===== src/rtl/jt900h_prefetch.sv =====
// rtl/jt900h_prefetch.sv - byte-oriented instruction prefetch queue fed by 16-bit bus reads
module jt900h_prefetch #(
    parameter int QD = 8,
    parameter int AW = 24
) (
    input  logic          clk,
    input  logic          rst_n,
    input  logic          cen,
    input  logic          pc_load,
    input  logic [AW-1:0] pc_in,
    input  logic          adv,
    output logic [7:0]    md,
    output logic          md_ok,
    output logic [AW-1:0] pc,
    output logic          bus_rd,
    output logic [AW-1:0] bus_addr,
    input  logic [15:0]   bus_din,
    input  logic          bus_ack
);

    localparam int PW = $clog2(QD);
    localparam int CW = PW + 1;
    localparam logic [CW-1:0] QD_C = CW'(QD);

    typedef enum logic [1:0] {
        IDLE,
        REQ,
        DROP
    } state_t;

    state_t        state;
    state_t        state_nx;
    logic [AW-1:0] fa;
    logic [PW-1:0] rd_ptr;
    logic [PW-1:0] wr_ptr;
    logic [PW-1:0] wr_ptr1;
    logic [CW-1:0] cnt;
    logic          run;
    logic [7:0]    ram [0:QD-1];

    logic          consume;
    logic          wr_en;
    logic          issue;
    logic [CW-1:0] need;
    logic [CW-1:0] nbytes;
    logic [CW-1:0] cnt_after;
    logic [CW-1:0] free;

    // Queue bookkeeping and the request gate: a word is only requested when
    // the bytes it delivers are sure to fit, so cnt can never pass QD.
    always_comb begin
        consume   = adv & md_ok & ~pc_load;
        wr_en     = (state == REQ) & bus_ack & ~pc_load;
        need      = fa[0] ? CW'(1) : CW'(2);
        nbytes    = wr_en ? need : '0;
        cnt_after = cnt - CW'(consume);
        free      = QD_C - cnt_after;
        issue     = (state == IDLE) & run & ~pc_load & (free >= need);
        wr_ptr1   = wr_ptr + 1'b1;
        md_ok     = (cnt != '0);
        md        = md_ok ? ram[rd_ptr] : 8'd0;
    end

    // Fetch FSM next state; an ack always closes the bus cycle, a redirect
    // without ack leaves the read outstanding so its reply can be discarded.
    always_comb begin
        state_nx = state;
        case (state)
            IDLE: if (issue) state_nx = REQ;
            REQ: begin
                if (bus_ack)      state_nx = IDLE;
                else if (pc_load) state_nx = DROP;
            end
            DROP: if (bus_ack) state_nx = IDLE;
            default: state_nx = IDLE;
        endcase
    end

    // Control state, pointers and addresses.
    always_ff @(posedge clk or negedge rst_n) begin
        if (!rst_n) begin
            state    <= IDLE;
            fa       <= '0;
            pc       <= '0;
            rd_ptr   <= '0;
            wr_ptr   <= '0;
            cnt      <= '0;
            run      <= 1'b0;
            bus_rd   <= 1'b0;
            bus_addr <= '0;
        end else if (cen) begin
            state  <= state_nx;
            bus_rd <= (state_nx != IDLE);
            if (issue) bus_addr <= {fa[AW-1:1], 1'b0};
            if (pc_load) begin
                run    <= 1'b1;
                fa     <= pc_in;
                pc     <= pc_in;
                rd_ptr <= '0;
                wr_ptr <= '0;
                cnt    <= '0;
            end else begin
                if (wr_en) begin
                    fa     <= fa + AW'(need);
                    wr_ptr <= wr_ptr + PW'(nbytes);
                end
                if (consume) begin
                    pc     <= pc + 1'b1;
                    rd_ptr <= rd_ptr + 1'b1;
                end
                cnt <= cnt_after + nbytes;
            end
        end
    end

    // Byte storage; an odd fetch address keeps only the upper byte of the word.
    always_ff @(posedge clk) begin
        if (cen && wr_en) begin
            if (fa[0]) begin
                ram[wr_ptr] <= bus_din[15:8];
            end else begin
                ram[wr_ptr]  <= bus_din[7:0];
                ram[wr_ptr1] <= bus_din[15:8];
            end
        end
    end

endmodule


===== config.mk =====
export PLATFORM = sky130hd
export DESIGN_NAME = jt900h_prefetch
export DESIGN_NICKNAME = d
export VERILOG_FILES = /design/src/rtl/jt900h_prefetch.sv
export SDC_FILE = /design/constraint.sdc
export NUM_CORES = 1
export LEC_CHECK = 0
export BUFFER_PORTS_ARGS = -buffer_cell sky130_fd_sc_hd__buf_2
export CAP_MARGIN = 5
export CORE_MARGIN = 4
export CORE_UTILIZATION = 50
export DETAILED_ROUTE_END_ITERATION = 8
export PLACE_DENSITY = 0.7
export SETUP_SLACK_MARGIN = 0.3
export SLEW_MARGIN = 30
export SYNTH_ARGS = -nofsm -noshare
export SYNTH_HDL_FRONTEND = slang
export SYNTH_SLANG_ARGS = --single-unit

===== constraint.sdc =====
create_clock -name clk -period 3.4 [get_ports clk]
set_input_delay 0.68 -clock clk [delete_from_list [all_inputs] [get_ports clk]]
set_output_delay 0.68 -clock clk [all_outputs]
set_load 0.02 [all_outputs]

==> impl_metrics.py <==
metrics = {
    "status": {
        "status": "completed",
    },
    "timing": {
        "setup_violations": 0,
        "tns_ns": 0,
        "slew_headroom_pct": 34.3,
        "max_freq_mhz": 335,
        "hold_ws_ns": 0.325,
        "rsz0062_at_grt": "false",
        "slew_viol_final": 0,
        "finalCritPeriodShare_pct": 87.7,
        "worst_pin_slew_ns": 0.986,
        "hold_viol": 0,
        "period_needed_ns": 2.98,
        "finClkSkew_ns": 0.0131,
    },
    "yosys": {
        "syn_area_mm2": 0.00844,
        "synth_top_cell_by_area": "dfrtp_1",
        "synth_top_area_share_pct": 25.2,
        "ys_ff_latch": 149,
        "yosysMostFrequentCell": "dfrtp_1",
        "synth-edff-count": 64,
        "synthTopCellsByArea": "dfrtp_1 25%, edfxtp_1 23%, mux2_2 9.3%",
        "netlist_instances": 740,
        "yosys_most_used_dff": "dfrtp_1",
        "async_flop_share_pct": 57.0,
        "synth_cell_types": 72,
        "syn-num-nets": 799,
        "ys_top_cells_by_count": "85 x dfrtp_1, 71 x nand2_1, 70 x mux2_2, 64 x edfxtp_1, 41 x nor2_1",
        "synth-warning-count": 0,
        "yosysSeqAreaShare_pct": 48.0,
        "avgSynthCellArea_um2": 11.4,
    },
    "setup_path": {
        "critical_path.max_fanout": 25,
        "r2r_cells": 10,
        "cp.required_ns": 3.70,
        "rrSetupSlack_ns": 0.42,
        "crit_type": "reg2reg",
        "timing.rr.start": "cnt[3]",
        "rr_endpoint": "bus_addr[15]",
        "endpoint_kind": "register",
        "startpoint_type": "register",
        "cp.arrival_ns": 3.28,
    },
    "routing": {
        "num_vias": 6490,
        "drt_iter0_drc": 508,
        "wl_per_cell_um": 21.2,
        "wirelength_mm": 22.7,
        "vias_per_cell": 6.05,
        "drtPass1Iterations": 5,
        "drc_errors": 0,
        "antenna_left": 0,
    },
    "cells_and_area": {
        "drive_gt1_share_pct": 33.3,
        "antenna_cells": 0,
        "synthToLayoutAreaGrowth_pct": 17.0,
        "stdcell_count": 1072,
        "layout.nets": 898,
        "finish.utilization_pct": 59.6,
    },
    "clock_network": {
        "clkSlewWorstSetupHoldPaths_ns": 0.07,
        "cts_root_buf": "clkbuf_16",
        "h-tree-depth": 4,
        "cts_buffer_depth": 2,
        "cts_made_buffers": 17,
        "cts_tree": "built",
        "clock_latency_ns": 0.43,
        "hold_buffers": 0,
        "cts_setup_buffers": 0,
        "clkSinkCount": 149,
        "cts_resized": 0,
    },
    "die": {
        "ios": 104,
        "fp.dieH_um": 138,
        "initial_core_util_pct": 50.9,
        "die_w_um": 138,
        "die_area_mm2": 0.0190,
        "core_mm2": 0.0166,
        "rows": 47,
    },
    "global_route": {
        "grtUsageTotal_pct": 24.5,
        "grt-ovfl-total": 0,
        "grt_pass1_wl_mm": 35.4,
        "grt_start_max_net_pins": 86,
        "antenna_found_initial": 0,
        "grt_pass1_vias": 6562,
    },
    "place": {
        "placed_cells": 1040,
        "portBuffers": 102,
        "hpwl_mm": 16.1,
        "gp_congestion": 0.906,
    },
    "power_and_ir_drop": {
        "p_per_area_mw_per_mm2": 688,
        "p_leak_nw": 3.99,
        "finalPower_mw": 6.80,
        "peakVddDrop_uv": 368,
    },
    "job": {
        "drv_cap": 0,
    },
    "worst_hold_path": {
        "hold_class": "in2async",
    },
}
-- worst max-delay path, stage by stage, from the launching register on --
cell	delay (ns)
dfrtp_1	0.48
o41ai_4	0.48
nor2_4	0.08
ha_4	0.18
ha_4	0.30
xor2_1	0.16
ha_1	0.25
a21o_1	0.21
o21ai_4	0.14
buf_12	0.21
mux2_2	0.36
-- report_power, final --
part	leakage (nW)	switching (mW)	internal, mW
Clock	0.282	0.809	1.10
Combinational	2.12	1.28	1.02
Sequential	1.59	0.401	2.19
Total	3.99	2.49	4.31
-- registers in the layout, summed over array words and instances (netlist names) --
register  flops
ram          64
fa           24
pc           24
bus_addr     23
cnt           4
rd_ptr        3
wr_ptr        3
state         2
bus_rd        1
run           1
-- placed cells by master, fill, tap and decap left out, types with 7 or more instances in the layout --
cell / n
nand2_1: 71
nand4_1: 17
buf_4: 23
mux4_2: 16
and3_1: 7
buf_2: 101
mux2i_1: 30
nor2_1: 40
nor3_1: 12
o22ai_1: 19
a21oi_1: 29
a22oi_1: 18
inv_1: 15
clkbuf_16: 17
mux2_1: 8
dfrtp_1: 85
mux2_2: 70
xor2_1: 9
mux2_4: 10
o21ai_0: 31
xnor2_1: 17
nand3_1: 21
nand2b_1: 8
ha_1: 10
inv_6: 7
edfxtp_1: 64
-- metrics by stage --
stage | area (um^2) | worst slack, ns
after floorplan | 8560 | 0.290
final | 9880 | 0.418
after global routing | 9880 | 0.313
after CTS | 9880 | 0.374
after global placement | 9280 | 0.465
after detailed placement | 9290 | 0.406
-- layout make-up --
| type | count | area (um^2) |
|---|---|---|
| fill | 1386 | 6710 |
| multi-input combinational | 530 | 4200 |
| sequential | 149 | 4050 |
| timing repair buffer | 126 | 709 |
| clock buffer | 17 | 425 |
| tap | 220 | 275 |
| clock inverter | 15 | 166 |
| inverter | 15 | 56.3 |
-- metal layers --
layer,GRT usage (%),share of wire [%]
met5,0,0
met4,8.01,2.1
met3,4.57,5.6
met2,42.5,52
met1,30.9,40
-- logic make-up after synthesis --
kind of cell,Yosys count,share of synthesized area (%)
muxes,134,19.6
and+or+nand+nor,220,13.7
DFF,149,48.0
xor gates and xnor gates,27,2.89
other,1,0.0444
AOI/OAI and AO/OA,135,10.6
adders and majority gates,13,2.02
buffers and inverters,61,3.25
-- how the worst max path moves through the flow --
stage / startpoint / to / slack (ns) / depth (start not counted)
floorplan: pc_load / bus_addr[18] / 0.29 / 13
global placement: cnt[2] / bus_addr[17] / 0.47 / 10
detailed placement: cnt[2] / bus_addr[15] / 0.41 / 10
CTS: cnt[2] / bus_addr[15] / 0.37 / 10
global route: cnt[3] / bus_addr[23] / 0.31 / 10
finish: cnt[3] / bus_addr[15] / 0.42 / 10
Power figures use the tool's default switching activity.
